===== src/rtl/calckit_pkg.sv =====
// calckit_pkg: definitions shared by the CalcKit keypad front end and the
// number parser.
//   - keypad FSM state encoding (KP_*)
//   - key code constants KEY_0..KEY_F
//   - kp_keymap(): row/column position -> key code
package calckit_pkg;

    localparam logic [1:0] KP_SCAN     = 2'd0;
    localparam logic [1:0] KP_DEBOUNCE = 2'd1;
    localparam logic [1:0] KP_HOLD     = 2'd2;
    localparam logic [1:0] KP_RELEASE  = 2'd3;

    localparam logic [3:0] KEY_0 = 4'h0;
    localparam logic [3:0] KEY_1 = 4'h1;
    localparam logic [3:0] KEY_2 = 4'h2;
    localparam logic [3:0] KEY_3 = 4'h3;
    localparam logic [3:0] KEY_4 = 4'h4;
    localparam logic [3:0] KEY_5 = 4'h5;
    localparam logic [3:0] KEY_6 = 4'h6;
    localparam logic [3:0] KEY_7 = 4'h7;
    localparam logic [3:0] KEY_8 = 4'h8;
    localparam logic [3:0] KEY_9 = 4'h9;
    localparam logic [3:0] KEY_A = 4'hA;
    localparam logic [3:0] KEY_B = 4'hB;
    localparam logic [3:0] KEY_C = 4'hC;
    localparam logic [3:0] KEY_D = 4'hD;
    localparam logic [3:0] KEY_E = 4'hE;
    localparam logic [3:0] KEY_F = 4'hF;

    // Row 3 carries '*' (E) and '#' (F) either side of the 0 key.
    function automatic logic [3:0] kp_keymap(input logic [1:0] row, input logic [1:0] col);
        logic [3:0] code;
        case ({row, col})
            4'b00_00: code = KEY_1;
            4'b00_01: code = KEY_2;
            4'b00_10: code = KEY_3;
            4'b00_11: code = KEY_A;
            4'b01_00: code = KEY_4;
            4'b01_01: code = KEY_5;
            4'b01_10: code = KEY_6;
            4'b01_11: code = KEY_B;
            4'b10_00: code = KEY_7;
            4'b10_01: code = KEY_8;
            4'b10_10: code = KEY_9;
            4'b10_11: code = KEY_C;
            4'b11_00: code = KEY_E;
            4'b11_01: code = KEY_0;
            4'b11_10: code = KEY_F;
            default:  code = KEY_D;
        endcase
        return code;
    endfunction

endpackage


===== src/rtl/sync_2ff.sv =====
// sync_2ff: two-flop synchronizer for asynchronous level inputs.
// Ports:
//   clk  in          sampling clock
//   rst  in          synchronous active-high reset (both flops -> RESET_VALUE)
//   d    in  [W-1:0] asynchronous input
//   q    out [W-1:0] synchronized output, two cycles behind d
module sync_2ff #(
    parameter int               WIDTH       = 1,
    parameter logic [WIDTH-1:0] RESET_VALUE = '0
) (
    input  logic             clk,
    input  logic             rst,
    input  logic [WIDTH-1:0] d,
    output logic [WIDTH-1:0] q
);

    logic [WIDTH-1:0] meta;

    always_ff @(posedge clk) begin
        if (rst) begin
            meta <= RESET_VALUE;
            q    <= RESET_VALUE;
        end else begin
            meta <= d;
            q    <= meta;
        end
    end

endmodule


===== src/rtl/keypad_scanner.sv =====
// keypad_scanner: 4x4 matrix keypad scanner with debounce and a valid/ready
// key output.
// Ports:
//   clk        in      system clock
//   rst        in      synchronous active-high reset
//   key_row    in  [4] row lines, active low, asynchronous
//   key_col    out [4] column drive, active low, one-cold
//   key_code   out [4] code of the accepted key, stable while key_valid
//   key_valid  out     key available
//   key_ready  in      consumer takes the key
//   key_held   out     debounced key currently held
//   overrun    out     one-cycle pulse when an unconsumed key is overwritten
// Build option: define KEYPAD_AUTOREPEAT_EN to re-emit a held key after
// REPEAT_DELAY samples and then every REPEAT_RATE samples.
//
// state       | meaning
// KP_SCAN     | rotate columns, look for exactly one low row
// KP_DEBOUNCE | column frozen, count matching samples of the captured row
// KP_HOLD     | key accepted and held, waiting for all rows high
// KP_RELEASE  | column frozen, counting all-high samples before rescanning
module keypad_scanner
    import calckit_pkg::*;
#(
    parameter int SCAN_DIV     = 100_000,
    parameter int DEBOUNCE_CNT = 20,
    parameter int REPEAT_DELAY = 500,
    parameter int REPEAT_RATE  = 100
) (
    input  logic       clk,
    input  logic       rst,
    input  logic [3:0] key_row,
    output logic [3:0] key_col,
    output logic [3:0] key_code,
    output logic       key_valid,
    input  logic       key_ready,
    output logic       key_held,
    output logic       overrun
);

    localparam int DIV_W = $clog2(SCAN_DIV);
    localparam int CNT_W = $clog2(DEBOUNCE_CNT + 1);
    localparam logic [DIV_W-1:0] DIV_LAST = DIV_W'(SCAN_DIV - 1);
    localparam logic [CNT_W-1:0] CNT_LAST = CNT_W'(DEBOUNCE_CNT - 1);

    if (SCAN_DIV < 4 || DEBOUNCE_CNT < 1 || REPEAT_DELAY < 1 || REPEAT_RATE < 1) begin : g_bad_param
        $error("keypad_scanner: parameter out of range");
    end

    logic [3:0]       row_s;
    logic [DIV_W-1:0] div;
    logic             sample;
    logic [1:0]       col_idx, col_nxt;
    logic [1:0]       state, state_nxt;
    logic [3:0]       cap_pat, cap_pat_nxt;
    logic [1:0]       cap_row, cap_row_nxt;
    logic [CNT_W-1:0] match_cnt, match_nxt;
    logic [CNT_W-1:0] rel_cnt, rel_nxt;
    logic [3:0]       row_low;
    logic             row_single;
    logic [1:0]       row_idx;
    logic             emit;
    logic [3:0]       emit_code;

`ifdef KEYPAD_AUTOREPEAT_EN
    localparam int REP_MAX = (REPEAT_DELAY > REPEAT_RATE) ? REPEAT_DELAY : REPEAT_RATE;
    localparam int REP_W   = $clog2(REP_MAX + 1);
    localparam logic [REP_W-1:0] REP_LOAD_DLY  = REP_W'(REPEAT_DELAY);
    localparam logic [REP_W-1:0] REP_LOAD_RATE = REP_W'(REPEAT_RATE);
    localparam logic [REP_W-1:0] REP_ONE       = REP_W'(1);
    logic [REP_W-1:0] rep_cnt, rep_nxt;
`endif

    sync_2ff #(.WIDTH(4), .RESET_VALUE(4'hF)) u_row_sync (
        .clk (clk),
        .rst (rst),
        .d   (key_row),
        .q   (row_s)
    );

    assign sample     = (div == DIV_LAST);
    assign key_col    = ~(4'b0001 << col_idx);
    assign key_held   = (state == KP_HOLD) || (state == KP_RELEASE);
    assign row_low    = ~row_s;
    // Exactly one row low; two or more is ghosting and is not a press.
    assign row_single = (row_low != 4'h0) && ((row_low & (row_low - 4'h1)) == 4'h0);

    always_comb begin
        row_idx = 2'd0;
        case (row_s)
            4'b1101: row_idx = 2'd1;
            4'b1011: row_idx = 2'd2;
            4'b0111: row_idx = 2'd3;
            default: row_idx = 2'd0;
        endcase
    end

    // In SCAN the row is only being captured this cycle, so use it directly.
    assign emit_code = kp_keymap((state == KP_SCAN) ? row_idx : cap_row, col_idx);

    always_comb begin
        state_nxt   = state;
        col_nxt     = col_idx;
        cap_pat_nxt = cap_pat;
        cap_row_nxt = cap_row;
        match_nxt   = match_cnt;
        rel_nxt     = rel_cnt;
        emit        = 1'b0;
`ifdef KEYPAD_AUTOREPEAT_EN
        rep_nxt     = (state == KP_HOLD) ? rep_cnt : REP_LOAD_DLY;
`endif
        if (sample) begin
            case (state)
                KP_SCAN: begin
                    if (row_single) begin
                        cap_pat_nxt = row_s;
                        cap_row_nxt = row_idx;
                        match_nxt   = CNT_W'(1);
                        if (DEBOUNCE_CNT == 1) begin
                            emit      = 1'b1;
                            state_nxt = KP_HOLD;
                        end else begin
                            state_nxt = KP_DEBOUNCE;
                        end
                    end else begin
                        col_nxt = col_idx + 2'd1;
                    end
                end
                KP_DEBOUNCE: begin
                    if (row_s == cap_pat) begin
                        if (match_cnt == CNT_LAST) begin
                            emit      = 1'b1;
                            match_nxt = '0;
                            state_nxt = KP_HOLD;
                        end else begin
                            match_nxt = match_cnt + 1'b1;
                        end
                    end else begin
                        match_nxt = '0;
                        state_nxt = KP_SCAN;
                        col_nxt   = col_idx + 2'd1;
                    end
                end
                KP_HOLD: begin
                    if (row_s == 4'hF) begin
                        if (DEBOUNCE_CNT == 1) begin
                            rel_nxt   = '0;
                            state_nxt = KP_SCAN;
                            col_nxt   = col_idx + 2'd1;
                        end else begin
                            rel_nxt   = CNT_W'(1);
                            state_nxt = KP_RELEASE;
                        end
                    end
`ifdef KEYPAD_AUTOREPEAT_EN
                    else if (rep_cnt == REP_ONE) begin
                        emit    = 1'b1;
                        rep_nxt = REP_LOAD_RATE;
                    end else begin
                        rep_nxt = rep_cnt - 1'b1;
                    end
`endif
                end
                KP_RELEASE: begin
                    if (row_s == 4'hF) begin
                        if (rel_cnt == CNT_LAST) begin
                            rel_nxt   = '0;
                            state_nxt = KP_SCAN;
                            col_nxt   = col_idx + 2'd1;
                        end else begin
                            rel_nxt = rel_cnt + 1'b1;
                        end
                    end else begin
                        rel_nxt   = '0;
                        state_nxt = KP_HOLD;
                    end
                end
                default: state_nxt = KP_SCAN;
            endcase
        end
    end

    always_ff @(posedge clk) begin
        if (rst) begin
            div       <= '0;
            col_idx   <= 2'd0;
            state     <= KP_SCAN;
            cap_pat   <= 4'hF;
            cap_row   <= 2'd0;
            match_cnt <= '0;
            rel_cnt   <= '0;
            key_code  <= KEY_0;
            key_valid <= 1'b0;
            overrun   <= 1'b0;
        end else begin
            div       <= sample ? '0 : div + 1'b1;
            col_idx   <= col_nxt;
            state     <= state_nxt;
            cap_pat   <= cap_pat_nxt;
            cap_row   <= cap_row_nxt;
            match_cnt <= match_nxt;
            rel_cnt   <= rel_nxt;
            overrun   <= 1'b0;
            // A new key beats a same-cycle accept: valid stays up, no overrun.
            if (emit) begin
                key_code  <= emit_code;
                key_valid <= 1'b1;
                overrun   <= key_valid && !key_ready;
            end else if (key_valid && key_ready) begin
                key_valid <= 1'b0;
            end
        end
    end

`ifdef KEYPAD_AUTOREPEAT_EN
    // Down-counter of HOLD samples until the next repeat; reloaded whenever
    // the FSM is outside HOLD so each hold starts a fresh delay.
    always_ff @(posedge clk) begin
        if (rst) begin
            rep_cnt <= '0;
        end else begin
            rep_cnt <= rep_nxt;
        end
    end
`endif

endmodule

===== config.mk =====
export PLATFORM = sky130hd
export DESIGN_NAME = keypad_scanner
export DESIGN_NICKNAME = d
export VERILOG_FILES = /design/src/rtl/calckit_pkg.sv /design/src/rtl/sync_2ff.sv /design/src/rtl/keypad_scanner.sv
export SDC_FILE = /design/constraint.sdc
export NUM_CORES = 1
export LEC_CHECK = 0
export BUFFER_PORTS_ARGS = -buffer_cell sky130_fd_sc_hd__buf_2
export CORE_MARGIN = 1
export CORE_UTILIZATION = 45
export CTS_BUF_LIST = sky130_fd_sc_hd__clkbuf_16
export DETAILED_ROUTE_END_ITERATION = 8
export PLACE_DENSITY = 0.71
export SYNTH_ARGS = -nofsm -noshare
export SYNTH_HDL_FRONTEND = slang
export SYNTH_HIERARCHICAL = 1
export SYNTH_SLANG_ARGS = --single-unit

===== constraint.sdc =====
create_clock -name clk -period 2.02 [get_ports clk]
set_input_delay 0.404 -clock clk [delete_from_list [all_inputs] [get_ports clk]]
set_output_delay 0.404 -clock clk [all_outputs]
set_load 0.005 [all_outputs]

Word-level counts from Yosys, hierarchy flattened --
Memory sizes are Yosys's and may differ from the RTL's. A register that Yosys moved wholly into a read port is not among the register bits. Cells that the tools add are included.
Operators by class: reduce and logical (&&, ||, !) cells 19, add/subtract/negate cells 5, bitwise gates (word level) 4, shift operators 1, mux-type cells 28, equal/unequal tests 19
Operator list (count):
- $mux 5 | 6
- $mux 2 | 11
- $pmux 5 s2 | 2
- $add 17x1->17 const B | 1
- $eq 17x17->1 const B | 1
- $eq 4x4->1 const B | 3
- $pmux 2 s3 | 2
- $add 5x1->5 const B | 2
- $eq 5x5->1 const B | 2
- $reduce_and 3->1 | 3
- $not 4->4 | 2
- $pmux 2 s4 | 1
- $mux 1 | 6
- $ne 2x1->1 const B | 3
- $ne 2x2->1 const B | 3
- $reduce_and 6->1 | 1
- $reduce_bool 2->1 | 3
- $reduce_and 5->1 | 1
- $and 4x4->4 | 1
- $eq 2x2->1 const B | 2
- $eq 4x3->1 const B | 1
- $eq 4x4->1 | 1
- $logic_not 4->1 | 1
- $reduce_bool 4->1 | 1
- 13 further kinds | 16
Word-level totals: word-level logic and storage cells 88, memories kept 1, ROM bits 64, flip-flop bits (word level) 47
Memory list:
- (name not given) | depth 16, width 4, rd ports 1, clocked after Yosys merged registers in 1, write ports 0, line calckit_pkg.sv:33 | case ({row, col})

Depth between registers and ports, before layout --
Gate-level depths: netlist of run 1.
depth in word-level cells 7, depth in mapped cells 8, mapped depth without buffers 6

By module --
Netlist of run 1, hierarchy kept.
Modules (own cells, without submodules):
- keypad_scanner | sequential area each 860.8 µm², area each 2369.8 µm², cells an instance 276, instances 1
- sync_2ff | sequential area each 160.2 µm², area each 210.2 µm², cells an instance 16, instances 1

Least setup slack after synthesis of run 1 --
Ideal clock, no wire load.
kind register to register, start point register div[11], end point register div[4], clock period less this slack 2.054 ns, cell stages (with the launch flop) 8, arrival 1.940 ns, required time 1.905 ns, slack -0.034 ns, cells stage by stage dfxtp_1 or4b_4 or4_4 buf_6 or2b_1 buf_4 buf_4 nor2_1
Between the ends: word-level cells in the longest chain between the ends 2
RTL lines:
- from (decl) | line keypad_scanner.sv:50 | logic [DIV_W-1:0] div;
- from (signal assigned) | line keypad_scanner.sv:195 | div <= sample ? '0 : div + 1'b1;
- $eq 17x17->1 | line keypad_scanner.sv:80 | assign sample = (div == DIV_LAST);
- $reduce_or 2->1 (no line)
Every way passes these cells. A chain may end at the register's enable or synchronous reset.

Final worst setup path of run 1 --
start point register div[13], end point register match_cnt[4]
Between the ends: word-level cells in the longest chain between the ends 2
RTL lines:
- $eq 17x17->1 | line keypad_scanner.sv:80
- $reduce_and 3->1 (no line)
- to (signal assigned) | line keypad_scanner.sv:200 | match_cnt <= match_nxt;
- to (decl) | line keypad_scanner.sv:56 | logic [CNT_W-1:0] match_cnt, match_nxt;
Every way passes these cells.

==> results summary, run 1 <==
The last weighted congestion value of the routability-driven placer came out at 0.814. The first-pass iteration count of the detailed router is 4. For this run the aggregate overflow at the end of global routing stands at 0. The summed negative setup slack over all endpoints is -1.09 ns. The number of nets with antenna violations after detailed routing came out at 0. The DRC violation count after routing came out at 0. After routing the design area is 3080 um2. For this run, the register share of the synthesized area comes to 0.396. Setup repair after global routing could not meet its margin everywhere.

The count of input and output buffers is 17. The endpoint identified for the worst register-to-register timing path is match_cnt[4]. Of the total synthesized cell area, the portion taken by XOR and XNOR cells is 0.0883. At the pin with the least slew margin, the transition time is 0.573 ns. The cell count after synthesis came out at 292. The initialized floorplan defines 27 standard-cell rows. The all-layer global routing usage is 0.185.

The tree built by TritonCTS fans out to 51 sinks. The buffering stage count on the worst path with inverters included is 0. The placeable core area is 5510 um2.

By area, the combinational part of the netlist is dominated by simple AND/OR/NAND/NOR gates. The die is 77.7 um wide. The root cell of the clock tree is sky130_fd_sc_hd__clkbuf_16. The fraction of registers with async set or reset after synthesis came out at 0. The worst hold path terminates at u_row_sync/meta[2]. The number of top-level pins came out at 18. Setup slack on the critical path of the routed design comes to -0.110 ns. The worst hold path passes through 2 cells. Power spread over the standard cell area amounts to 681 nW/um2. The number of inserted diodes is 0.

The number of endpoints with negative hold slack in the final report came to 0. The critical path startpoint is div[13]. The critical path is of the flop to flop type. The area of the mapped netlist is 2580 um2.

Dividing the detail-routed via count by the number of cells gives 5.29. The final count of pins violating max slew came out at 0. The worst setup path is captured at a flop. Data on the critical path arrives at its endpoint at 2.32 ns. For this run, the top clock speed supported by timing is 469 MHz. The startpoint identified for the worst register-to-register timing path is div[13]. Clock tree synthesis inserted a total of 5 buffers.

The Yosys warning count is 6. The delay of the slowest cell on the worst path is 0.63 ns. Headroom to the max-slew limit came out at 0.618. The maximum root-to-sink buffer count is 2. The number of flops mapped to enable cells by yosys came out at 0.

Traced cell by cell, the critical path runs through or4b_4 -> or4_4 -> nor3_4 -> a21o_1 -> nor2_2. Of the total synthesized cell area, the portion taken by AND, OR, NAND and NOR gates is 0.290. The number of distinct standard cells referenced by the synthesized netlist is 51.

The number of nets in the synthesized netlist came out at 308. The predominant post-synthesis flop cell is sky130_fd_sc_hd__dfxtp_1. The adder-cell area share of the yosys netlist is 0.0436. In this run the cell area measured after placement is 2850 um2. Summed over all instances, the cell type with the most area after synthesis is sky130_fd_sc_hd__dfxtp_1. The routed length per instance is 13.0 um. Among cell families on the critical path, the largest total delay comes from simple AND/OR/NAND/NOR gates. The via count of the first global-routing pass came out at 1,981.

The die extent in y came out at 77.7 um. The flow ran to the end, but the final reports show violations. The net count of the finished layout is 343. The final reports fail on setup timing. For this design the static power due to leakage is 0.00123 uW. TritonCTS built the clock tree. The number of violations reported at the end of detailed-routing iteration 0 is 106. Ranked by total cell area, the synthesized netlist is headed by sky130_fd_sc_hd__dfxtp_1 (40%), sky130_fd_sc_hd__nor2_1 (5.2%), sky130_fd_sc_hd__xnor2_1 (4.8%). For the worst-skew pair, the clock arrives at the later sink with an insertion delay of 0.29 ns. The initial standard-cell utilization of the core came out at 0.469. The startpoint of the worst hold path is key_row[2]. The quantity of hold-fixing buffers added after cts is 0. The clock input transition at the sequential cells of the worst setup and hold paths is 0.07 ns. Of all nets on the critical path, the largest fanout is 7. Yosys instantiated no cell more often than sky130_fd_sc_hd__dfxtp_1. For the finished layout, the period the worst path requires is 2.13 ns. Setup violations remaining at the end of the flow were counted as 34. The post-synthesis register bit count came out at 51. The final route contains 2,116 vias. The share of synthesized area in the top cell type comes to 0.396. The placed wire-length estimate came out at 3.62 mm. The total detailed-routing wirelength came out at 5.21 mm. The fraction of final layout cells sized beyond drive strength 1 is 0.207. The worst reg-to-reg path cell count is 5.

The fraction of the mapped netlist area in compound gates is 0.103. The number of antenna violations at the first check in global routing came out at 0. Relative to the synthesized area, the layout overhead comes to 19.4%.

The fraction of the cycle the final worst path needs is 1.05. The full die area is 6040 um2. The largest individual stage delay along the critical path comes from the cell sky130_fd_sc_hd__or4_4. The clock arrives with 0.00480 ns of skew. The startpoint class of the critical path is a flop. The reg2reg setup slack is -0.11 ns. The maximum number of pins on one net before global-route repair is 36. Of the post-synthesis cell area, the part taken by muxes is 0.0276. The maximum VDD drop came out at 428 uV. Counting instances in the post-synthesis netlist gives the leading cell types as sky130_fd_sc_hd__dfxtp_1 (51), sky130_fd_sc_hd__nor2_1 (36), sky130_fd_sc_hd__inv_1 (15), sky130_fd_sc_hd__xnor2_1 (14), sky130_fd_sc_hd__nand3_1 (13). The total number of H-tree levels came out at 2. The worst min-delay path category is primary input to flop.

The data required time at the worst endpoint came out at 2.21 ns. The wire length of the first global-routing pass came out at 8.96 mm. The max-cap check violation count is 0. Each instance of the synthesized netlist takes up on average 8.84 um2.
## worst max path at each step
| stage | cells after the start | slack [ns] | to |
|---|---|---|---|
| after floorplan | 6 | 0.003 | match_cnt[4] |
| after detailed placement | 6 | -0.04 | cap_pat[0] |
| final | 5 | -0.11 | match_cnt[4] |
| after global placement | 6 | 0.004 | key_code[1] |
| after CTS | 7 | -0.02 | key_code[3] |
| after global routing | 5 | -0.19 | match_cnt[2] |
## placed cells by master (no fill, tap or decap), drive strengths merged, types with 10 or more instances in the layout
cell type  Yosys  layout
dfxtp         51      51
buf            5      44
nor2          37      37
inv           15      16
xnor2         14      14
nand3         13      13
nand4         12      12
xor2          12      12
nor3          11      11
nand2         10      10
or2           10      10
## registers in the layout, summed over array words and instances, names as in the netlist
signal,flops
col_idx,2
key_valid,1
cap_row,2
cap_pat,4
overrun,1
key_code,4
state,2
u_row_sync/q,4
rel_cnt,5
u_row_sync/meta,4
match_cnt,5
div,17
## worst reg2reg max path: stages (launching register included)
cell,delay [ns]
sky130_fd_sc_hd__dfxtp_2,0.32
sky130_fd_sc_hd__or4b_4,0.55
sky130_fd_sc_hd__or4_4,0.63
sky130_fd_sc_hd__nor3_4,0.26
sky130_fd_sc_hd__a21o_1,0.22
sky130_fd_sc_hd__nor2_2,0.05
## report_power, final
part | total (uW) | switching [uW] | internal [uW] | leakage (uW)
registers | 1030 | 9.90 | 1020 | 0.000414
logic | 115 | 67.1 | 47.6 | 0.000734
clock network | 956 | 371 | 585 | 0.0000818
total | 2100 | 448 | 1650 | 0.00123
## kinds of logic (layout without fill, tap and decap cells)
group           after synthesis  in the layout
flops                        51             51
fa+ha+maj                     9              9
buf+inv                      31             67
compound gates               38             38
simple gates                130            130
mux                           7              7
xor+xnor                     26             26
## layer usage
metal  part of all wire  routed length [um]  GRT usage  vias up
met3              0.045                 233     0.0459        7
met5                  0                   0          0        -
met4              0.014                  75     0.0774        0
li1                   -                   -          -     1086
met1               0.48                2480      0.233      979
met2               0.47                2430      0.301       44
## what timing repair did
action                     in CTS  in global routing
gates resized for setup         1                  6
pin swaps                       2                 10
hold endpoints to repair        0                  0
setup buffers                   4                  2
setup endpoints to repair      12                 41
cloned                          0                  0
## per-stage QoR
step / utilization / total power (uW) / setup WS (ns) / std cells / hold WS, ns
2_1_floorplan: - / 1130 / 0.00299 / 292 / 0.383
3_3_place_gp: 0.517 / 1160 / 0.00439 / 386 / 0.387
3_5_place_dp: 0.517 / 1160 / -0.0408 / 386 / 0.392
4_1_cts: 0.554 / 2130 / -0.0234 / 398 / 0.282
5_1_grt: 0.560 / 2180 / -0.194 / 400 / 0.280
6_report: 0.560 / 2100 / -0.110 / 400 / 0.287
## cell type report
type	count	area, um2
Timing Repair Buffer	44	300
Inverter	15	56.3
Clock buffer	5	125
Clock inverter	3	42.5
Sequential cell	51	1020
Tap cell	72	90.1
Fill cell	478	2420
Multi-Input combinational cell	210	1440
No activity file was read; power rests on OpenSTA's default activity.
==> run 2, diff against run 1 <==
--- a/config.mk
+++ b/config.mk
@@ -10,6 +10,7 @@
 export CORE_UTILIZATION = 45
 export CTS_BUF_LIST = sky130_fd_sc_hd__clkbuf_16
 export DETAILED_ROUTE_END_ITERATION = 8
+export GPL_TIMING_DRIVEN = 0
 export PLACE_DENSITY = 0.71
 export SYNTH_ARGS = -nofsm -noshare
 export SYNTH_HDL_FRONTEND = slang
==> run 2 against run 1 <==
Compared with the run above:
- via count grew 1.9%
- the run still ends with setup timing left
- total power is 6.8% lower
- highest routed layer unchanged
- first-iteration DRC count shrank 52%
- critical endpoint is now div[16]
==> results summary, run 2 (synthesis gave the netlist of run 1 again) <==
The flow ran to the end, but the final reports show violations. The checks that failed: setup timing. The minimum setup slack after placement is -0.433 ns (-0.392 ns). The largest fanout of any net on the critical path came out at 8 (+1). The maximum VDD drop is 380 uV (-11%).

The static leakage came out at 0.00119 uW (-3.2%). The fraction of final layout cells sized beyond drive strength 1 came to 0.226 (+0.0187). The reg2reg setup slack came out at -0.06 ns (+0.05 ns). By instance count, the cell type seen most on the critical path is sky130_fd_sc_hd__buf_6. The wire length of the first global-routing pass was 8.76 mm (-2.2%). The number of antenna violations at the first check in global routing came out at 0 (unchanged).

Setup repair after global routing could not meet its margin everywhere. The area of combinational cells with multiple inputs came out at 1540 um2 (+6.5%). The clock network latency to the later pin of the worst-skew pair is 0.29 ns (about the same). The min-delay analysis places its worst path in the category primary input to flop. The via count of the first global-routing pass was 2,002 (+1.1%). The total detailed-routing wirelength is 5.40 mm (+3.7%).

The worst-case headroom to the max-slew limit is 0.606 (-0.0120). The total number of H-tree levels came out at 2 (unchanged). The power density over the cells was 632 nW/um2 (-7.1%).

The maximum root-to-sink buffer count is 2 (unchanged). The number of violations reported at the end of detailed-routing iteration 0 is 51 (-52%). The worst endpoint data arrival time is 2.26 ns (-0.06 ns).

The routed length per instance is 13.7 um (+5.0%). The count of input and output buffers is 17 (unchanged). The site row count is 27 (unchanged). STA classifies the critical path endpoint as a flop.

The number of clock sinks is 51 (unchanged). The all-layer global routing usage is 0.183 (-0.00241). The placed wire-length estimate came to 3.69 mm (+2.0%). The layout overhead on the synthesized area came out at 19.9%. The average via count per standard cell is 5.46 (+3.2%).

The last weighted congestion value of the routability-driven placer was 0.811 (-0.32%). The quantity of hold-fixing buffers added after cts came out at 0 (unchanged). The final-stage net count is 338 (-1.5%). The clock skew came out at 0.00335 ns (-0.00144 ns). The initial standard-cell utilization of the core was 0.469 (unchanged). The first-pass iteration count of the detailed router is 4 (unchanged). The number of top-level pins is 18 (unchanged).

The final worst-path setup slack is -0.0629 ns (+0.0473 ns). The number of nets with antenna violations after detailed routing is 0 (unchanged). On the critical path, the stage with the largest delay is an instance of sky130_fd_sc_hd__or4_4. The smallest hold slack is 0.291 ns (+0.00479 ns). The buffering stage count on the worst path with inverters included is 2 (+2).

The minimum clock period came out at 2.08 ns (-0.0473 ns). The total number of vias is 2,156 (+1.9%). The number of buffers created by CTS was 5 (unchanged). The summed negative setup slack over all endpoints came out at -0.817 ns (+0.275 ns). The count of final setup violators is 19 (-44%). The clock input transition at the sequential cells of the worst setup and hold paths is 0.06 ns (about the same). The worst setup path is of the flop to flop kind. The max-cap check violation count came to 0 (unchanged). The placeable core area is 5510 um2 (unchanged). Traced cell by cell, the critical path runs through or4b_4 -> or4_4 -> or2b_1 -> buf_6 -> buf_6 -> nor2_2. The total grt overflow is 0 (unchanged). The worst setup path is launched from a flop. Leaving out fill and tap cells, the most frequent cell in the layout is sky130_fd_sc_hd__dfxtp_1. The CTS tree is done. The number of endpoints with negative hold slack in the final report came out at 0 (unchanged). The DRC violation count after routing is 0 (unchanged).

The kind of cell with the highest combined delay along the critical path is simple AND/OR/NAND/NOR gates. The full die area is 6040 um2 (unchanged). The maximum clock rate came to 480 MHz (+2.3%). The placed standard-cell area is 2760 um2 (-3.1%).

The maximum number of pins on one net before global-route repair came out at 15 (-58%). The number of filler cells placed in the layout is 523 (+9.4%). The area used by sequential logic in the layout came out at 1030 um2 (+0.61%). In the layout the commonest cells are sky130_fd_sc_hd__dfxtp_1 (44), sky130_fd_sc_hd__nor2_1 (28), sky130_fd_sc_hd__buf_2 (18). The die width is 77.7 um (unchanged). The fraction of the cycle the final worst path needs came out at 1.03 (-0.0234). Ranked by flip-flop count, first place goes to div. The final design instance area without fill is 3090 um2 (+0.37%).

In the final layout, the registers with the most flip-flops are div (17), match_cnt (5), rel_cnt (5). The data required time at the worst endpoint is 2.19 ns (-0.02 ns). The delay of the slowest cell on the worst path came out at 0.58 ns (-0.05 ns). The final count of pins violating max slew came out at 0 (unchanged).

The die extent in y came out at 77.7 um (unchanged). The pin slew with the least headroom to its limit is 0.591 ns (+0.0180 ns). The number of flip-flops in the largest register was 17 (unchanged).

The root cell of the clock tree is sky130_fd_sc_hd__clkbuf_16. The total design power came to 1960 uW (-6.8%). The number of inserted diodes is 0 (unchanged).
## run 2: cell count changes in the layout (fill, tap and decap cells not counted), sizes merged
cell and change:
buf -13, bufinv -1, clkbuf +8, clkinv +1
## run 2: cell type report
class / instances / share of cell area
Buffer: 12 / 0.0251
Clock buffer: 5 / 0.0405
Clock inverter: 3 / 0.00364
Inverter: 15 / 0.0182
Multi-Input combinational cell: 210 / 0.497
Sequential cell: 51 / 0.333
Tap cell: 72 / 0.0291
Timing Repair Buffer: 27 / 0.0534
## run 2: final timing paths
kind | to | cells past startpoint | startpoint
hold reg to reg | u_row_sync/q[3] | 1 | u_row_sync/meta[3]
setup / recovery | div[16] | 6 | div[12]
setup reg to reg | div[16] | 6 | div[12]
hold / removal | u_row_sync/meta[1] | 2 | key_row[1]
## run 2: metal layers
| metal | up-vias | part of all wire | track usage |
|---|---|---|---|
| met4 | 0 | 0.015 | 0.0623 |
| met3 | 7 | 0.038 | 0.0353 |
| met5 | - | 0 | 0 |
| met1 | 1025 | 0.44 | 0.221 |
| li1 | 1083 | - | - |
| met2 | 41 | 0.50 | 0.322 |
## run 2: report_power, final
part | switching (uW) | total [uW] | internal, uW
sequential | 11.5 | 1030 | 1020
combinational | 79.6 | 138 | 58.5
clock | 341 | 787 | 446
total | 432 | 1960 | 1520
## run 2: per-stage QoR
| stage | utilization | instances |
|---|---|---|
| 3_5_place_dp | 0.501 | 381 |
| 3_3_place_gp | 0.501 | 381 |
| 4_1_cts | 0.538 | 391 |
| 6_report | 0.562 | 395 |
| 2_1_floorplan | - | 292 |
| 5_1_grt | 0.562 | 395 |
## run 2: repair_timing
| item | 4_1_cts | 5_1_grt |
|---|---|---|
| pin swaps | 13 | 15 |
| setup endpoints to repair | 42 | 40 |
| hold endpoints to repair | 0 | 0 |
| buffers inserted | 4 | 4 |
| resized for setup | 14 | 30 |
| cloned | 1 | 1 |
